### config.mk
export PLATFORM = sky130hd
export DESIGN_NAME = din_syn_rx
export DESIGN_NICKNAME = d
export VERILOG_FILES = /design/src/rtl/din_syn_rx_pkg.sv /design/src/rtl/ds_sync_edge.sv /design/src/rtl/din_syn_rx.sv
export SDC_FILE = /design/constraint.sdc
export NUM_CORES = 2
export LEC_CHECK = 0
export CAP_MARGIN = 10
export CORE_MARGIN = 3
export CORE_UTILIZATION = 55
export DETAILED_ROUTE_END_ITERATION = 8
export PLACE_DENSITY = 0.8
export REMOVE_ABC_BUFFERS = 1
export SLEW_MARGIN = 20
export SYNTH_ARGS = -nofsm -noshare
export SYNTH_HDL_FRONTEND = slang
export SYNTH_SLANG_ARGS = --single-unit
### constraint.sdc
create_clock -name clk_in -period 39.9 [get_ports clk_in]
set_clock_uncertainty 0.1 [all_clocks]
set_input_delay 5.985 -clock clk_in [delete_from_list [all_inputs] [get_ports clk_in]]
set_output_delay 5.985 -clock clk_in [all_outputs]
set_load 0.02 [all_outputs]
### src/rtl/din_syn_rx_pkg.sv
// Shared constants and FSM encoding for the DIN/CLK/SYNC serial link receiver.
// DS_N_BITS is the one place the frame length is defined for both ends of the link.
package din_syn_rx_pkg;

  localparam int DS_N_BITS      = 491;
  localparam int DS_SYNC_STAGES = 2;
  localparam int DS_CNT_W       = 9;

  typedef enum logic [1:0] {
    DS_IDLE  = 2'd0,
    DS_SHIFT = 2'd1,
    DS_DONE  = 2'd2
  } ds_state_t;

endpackage

### src/rtl/ds_sync_edge.sv
// Pin synchroniser plus history flop; level/rise/fall are valid SYNC_STAGES cycles after the pin moves.
// Free-running, no flow control.
module ds_sync_edge
  import din_syn_rx_pkg::*;
#(
  parameter int SYNC_STAGES = DS_SYNC_STAGES
) (
  input  logic clk_in,
  input  logic rst,
  input  logic pin,
  output logic level,
  output logic rise,
  output logic fall
);

  logic [SYNC_STAGES-1:0] sync_q;
  logic                   hist_q;

  always_ff @(posedge clk_in or posedge rst) begin
    if (rst) begin
      sync_q <= '0;
      hist_q <= 1'b0;
    end else begin
      sync_q <= {sync_q[SYNC_STAGES-2:0], pin};
      hist_q <= sync_q[SYNC_STAGES-1];
    end
  end

  assign level = sync_q[SYNC_STAGES-1];
  assign rise  = level & ~hist_q;
  assign fall  = ~level & hist_q;

endmodule

### src/rtl/din_syn_rx.sv
// Deserialises one frame per SYNC window from the DIN/CLK/SYNC pins into rx_data.
// rx_valid fires SYNC_STAGES+2 clk_in cycles after the SYNC pin falls; no backpressure, results hold until the next frame.
module din_syn_rx
  import din_syn_rx_pkg::*;
#(
  parameter int N_BITS      = DS_N_BITS,
  parameter int SYNC_STAGES = DS_SYNC_STAGES,
  parameter int CNT_W       = DS_CNT_W
) (
  input  logic              clk_in,
  input  logic              rst,
  input  logic              ser_clk,
  input  logic              ser_din,
  input  logic              ser_syn,
  output logic [N_BITS-1:0] rx_data,
  output logic [CNT_W-1:0]  rx_bit_cnt,
  output logic              rx_len_err,
  output logic              rx_valid,
  output logic              rx_busy,
  output logic [7:0]        frame_cnt
);

  localparam logic [CNT_W-1:0] N_MAX = CNT_W'(N_BITS);

  logic clk_lvl, clk_rise, clk_fall;
  logic din_s, din_rise, din_fall;
  logic syn_lvl, syn_rise, syn_fall;
  logic unused_edges;

  ds_sync_edge #(.SYNC_STAGES(SYNC_STAGES)) u_clk (
    .clk_in(clk_in), .rst(rst), .pin(ser_clk),
    .level(clk_lvl), .rise(clk_rise), .fall(clk_fall)
  );

  ds_sync_edge #(.SYNC_STAGES(SYNC_STAGES)) u_din (
    .clk_in(clk_in), .rst(rst), .pin(ser_din),
    .level(din_s), .rise(din_rise), .fall(din_fall)
  );

  ds_sync_edge #(.SYNC_STAGES(SYNC_STAGES)) u_syn (
    .clk_in(clk_in), .rst(rst), .pin(ser_syn),
    .level(syn_lvl), .rise(syn_rise), .fall(syn_fall)
  );

  assign unused_edges = ^{clk_lvl, clk_fall, din_rise, din_fall, syn_lvl};

  ds_state_t         state, state_nxt;
  logic [N_BITS-1:0] sr;
  logic [CNT_W-1:0]  cnt;
  logic              ovf;

  always_ff @(posedge clk_in or posedge rst) begin
    if (rst) state <= DS_IDLE;
    else     state <= state_nxt;
  end

  always_comb begin
    state_nxt = state;
    rx_busy   = 1'b0;
    case (state)
      DS_IDLE:  if (syn_rise) state_nxt = DS_SHIFT;
      DS_SHIFT: begin
        rx_busy = 1'b1;
        if (syn_fall) state_nxt = DS_DONE;
      end
      DS_DONE:  state_nxt = DS_IDLE;
      default:  state_nxt = DS_IDLE;
    endcase
  end

  // A clock edge coinciding with the SYNC rise is the first bit of the frame.
  always_ff @(posedge clk_in or posedge rst) begin
    if (rst) begin
      sr  <= '0;
      cnt <= '0;
      ovf <= 1'b0;
    end else begin
      case (state)
        DS_IDLE: begin
          if (syn_rise) begin
            sr  <= {{(N_BITS-1){1'b0}}, din_s & clk_rise};
            cnt <= {{(CNT_W-1){1'b0}}, clk_rise};
            ovf <= 1'b0;
          end
        end
        DS_SHIFT: begin
          if (clk_rise) begin
            sr <= {sr[N_BITS-2:0], din_s};
            if (cnt == N_MAX) ovf <= 1'b1;
            else              cnt <= cnt + CNT_W'(1);
          end
        end
        default: ;
      endcase
    end
  end

  always_ff @(posedge clk_in or posedge rst) begin
    if (rst) begin
      rx_data    <= '0;
      rx_bit_cnt <= '0;
      rx_len_err <= 1'b0;
      rx_valid   <= 1'b0;
      frame_cnt  <= '0;
    end else begin
      rx_valid <= (state == DS_DONE);
      if (state == DS_DONE) begin
        rx_data    <= sr;
        rx_bit_cnt <= cnt;
        rx_len_err <= (cnt != N_MAX) | ovf;
        frame_cnt  <= frame_cnt + 8'd1;
      end
    end
  end

endmodule
==> metrics.md <==
| Metric | Value |
|---|---|
| Total routing usage reported by global routing | `26.6%` |
| Vias/cell | `5.36` |
| Commonest non-fill, non-tap cells in the layout | `nand2_1, dfrtp_1, clkdlybuf4s50_1, nand3_1, clkbuf_16` |
| # DRC | `0` |
| Final setup violation count | `0` |
| Crit path launch type | `primary input` |
| Die area | `74200 sq um` |
| Root Driver | `clkbuf_16` |
| End of the worst register-to-register path | `rx_data[357]` |
| H-tree levels | `3` |
| Pwr/cell area | `about 45 nW/um^2` |
| Outcome | `completed` |
| Worst vdd ir | `0.0325 mV` |
| R2r startpoint | `state[1]` |
| Origin of the worst setup path | `rst` |
| Arrival @ worst endpoint | `10.45 ns` |
| Initial core utilization | `a little under three fifths` |
| Area delta synth->final | `23.3%` |
| Post-CTS setup buffers | `0` |
| Worst skew pair latency | `0.65 ns` |
| Vias in the first global route | `between 20000 and 30000` |
| Worst Tran Pin Value | `1.11 ns` |
| Largest net degree at the start of global routing | `220` |
| Drt initial violations | `3517` |
| GR Overflow Total | `0` |
| Mean routed wirelength per cell | `17.3 um` |
| First-pass GRT wire length | `161 mm` |
| Clock Tree Buf Depth | `3` |
| N_diodes | `0` |
| CTS tree | `done` |
| CP endpoint kind | `asynchronous set/reset pin` |
| Hold depth | `0` |
| Finished Cell Area | `48100 sq um` |
| Yosys reg bits | `1021` |
| PnR worst setup slack | `29.99 ns` |
| Die H | `~270 um` |
| Worst hold path endpoint | `u_clk.sync_q[1]` |
| Hold Buf Count CTS | `0` |
| Mapped Cells | `4358` |
| Filler Cell Count | `5277` |
| Critical path class | `primary input to asynchronous set/reset pin` |
| Clock sink count | `approximately 1000` |
| Min-delay src | `u_clk.sync_q[0]` |
| Share of cells above drive strength 1 | `4.48%` |
| DIE WIDTH | `272 um` |
| Syn Area/Cell | `8.96 sq um` |
| Pwr Total | `about 2.2 mW` |
| Primary FF master, synth | `dfrtp_1` |
| Fin Setup TNS | `0 ns` |
| Post-CTS sizing | `0` |
| Reg clk slew, reported paths | `0.06 ns` |
| Port bufs | `approximately 520` |
| Final Hold Viols | `0` |
| Routability cong. | `0.831` |
| Commonest non-fill, non-tap cell in the layout | `nand2_1` |
| Initial antenna violation count | `0` |
| Num CTS Buffers | `100` |
| Worst Path Max Fanout | `189` |
| Max Cap Viol | `0` |
| CORE AREA | `70100 sq um` |
| Static Leakage | `26.3 nW` |
| Reg2reg setup slack | `35.43 ns` |
| Fmax | `between 100 and 150 MHz` |
| Max Slew Vio Count | `0` |
| Rel. slew slack | `26.1%` |
| Post-route clock period utilization | `between 20 and 25%` |
| Ys async rst share | `100%` |
| DRT Wirelength | `~100 mm` |
| Rows | `between 90 and 100` |
| Placed cell area | `about 45000 sq um` |
| Place WS | `28.82 ns` |
| Synth unique cells | `40` |
| Antenna Nets Post-Route | `0` |
| Sequential cell area fraction in the yosys report | `65.4%` |
| Worst min-delay path class | `flip-flop to flip-flop` |
| RSZ-0062 raised after global routing | `no` |
| Reg2reg path depth | `6` |
| Number of flops mapped to enable cells by yosys | `0` |
| CP required | `slightly above 40 ns` |
| Final Core Density | `roughly two thirds` |
| # nets final | `4741` |
| Min Tclk post-route | `~10 ns` |
| Drt pass-1 iters | `6` |
| Post-DP HPWL | `59.2 mm` |
| Synth warn | `0` |
| DP Cell Count | `between 5000 and 6000` |
| Area of the mapped netlist | `39100 sq um` |
| I/O pin cnt | `516` |
| Via Count | `~30000` |
| Layout Cells excl Fill | `5757` |
| Hold Slack | `~0.24 ns` |
==> cells in the mapped netlist (all sizes together), types with 2 or more instances <==
cell	count	area [sq um]
xnor2	5	43.8
nand2b	5	31.3
buf	104	532
o211ai	2	15.0
clkbuf	173	649
or4	3	22.5
a21o	2	15.0
nand2	2493	9360
dfrtp	1021	25500
nand4	3	18.8
nand3	495	2480
a21oi	5	28.8
ha	2	25.0
nor3	4	20.0
o21ai	5	25.0
o31ai	2	15.0
mux2i	2	20.0
inv	5	18.8
xor2	3	26.3
nor2	8	30.0
==> power by group <==
part / internal (mW) / leakage [nW] / switching, mW
Sequential: 1.04 / 14.2 / 0.00859
Clock: 0.585 / 1.74 / 0.405
Combinational: 0.0206 / 10.3 / 0.117
==> worst max-delay path, stage by stage <==
cell             delay [ns]
clkdlybuf4s50_1        0.49
inv_8                  0.46
buf_4                  0.79
buf_4                  0.82
buf_4                  0.79
buf_12                 0.77
==> registers in the layout (all words and copies together) (netlist names) <==
register,flops
rx_data,491
sr,491
cnt,9
rx_bit_cnt,9
frame_cnt,8
state,2
u_clk.sync_q,2
u_din.sync_q,2
u_syn.sync_q,2
ovf,1
rx_len_err,1
rx_valid,1
u_clk.hist_q,1
u_syn.hist_q,1
==> kinds of logic after synthesis <==
| group | synth area share [%] |
|---|---|
| AND/OR/NAND/NOR | 30.9 |
| flip-flops | 65.4 |
| buffers and inverters | 3.08 |
| AO/OA/AOI/OAI | 0.336 |
| XOR/XNOR | 0.179 |
| multiplexers | 0.0513 |
| adder cells (fa/ha/maj) | 0.0641 |
==> routing by layer <==
metal	GRT usage, %	part of all wire (%)	wire length (um)
met2	42.8	49	48300
met5	0	0	0
met4	9.97	3.7	3690
met1	36.7	41	41200
met3	4.62	6.3	6310
==> layout make-up <==
cell class	count	area (sq um)	area share (%)
clock inverters	43	559	1.16
clock buffers	142	2960	6.15
multi-input cells	3054	12300	25.6
well taps	940	1180	2.44
repair buffers	551	5530	11.5
flip-flops and latches	1021	25500	53.1
inverters	6	45.0	0.0936
==> worst max-delay path by stage <==
| stage | end | slack, ns | cells after the start |
|---|---|---|---|
| final | rx_data[263] | 29.99 | 6 |
| after global placement | rx_data[249] | 28.82 | 6 |
| after detailed placement | rx_data[249] | 28.82 | 6 |
| after CTS | rx_data[263] | 29.53 | 6 |
| after global routing | sr[246] | 29.38 | 6 |
| after floorplan | cnt[0] | 5.08 | 1 |
(Power assumes the default switching activity.)
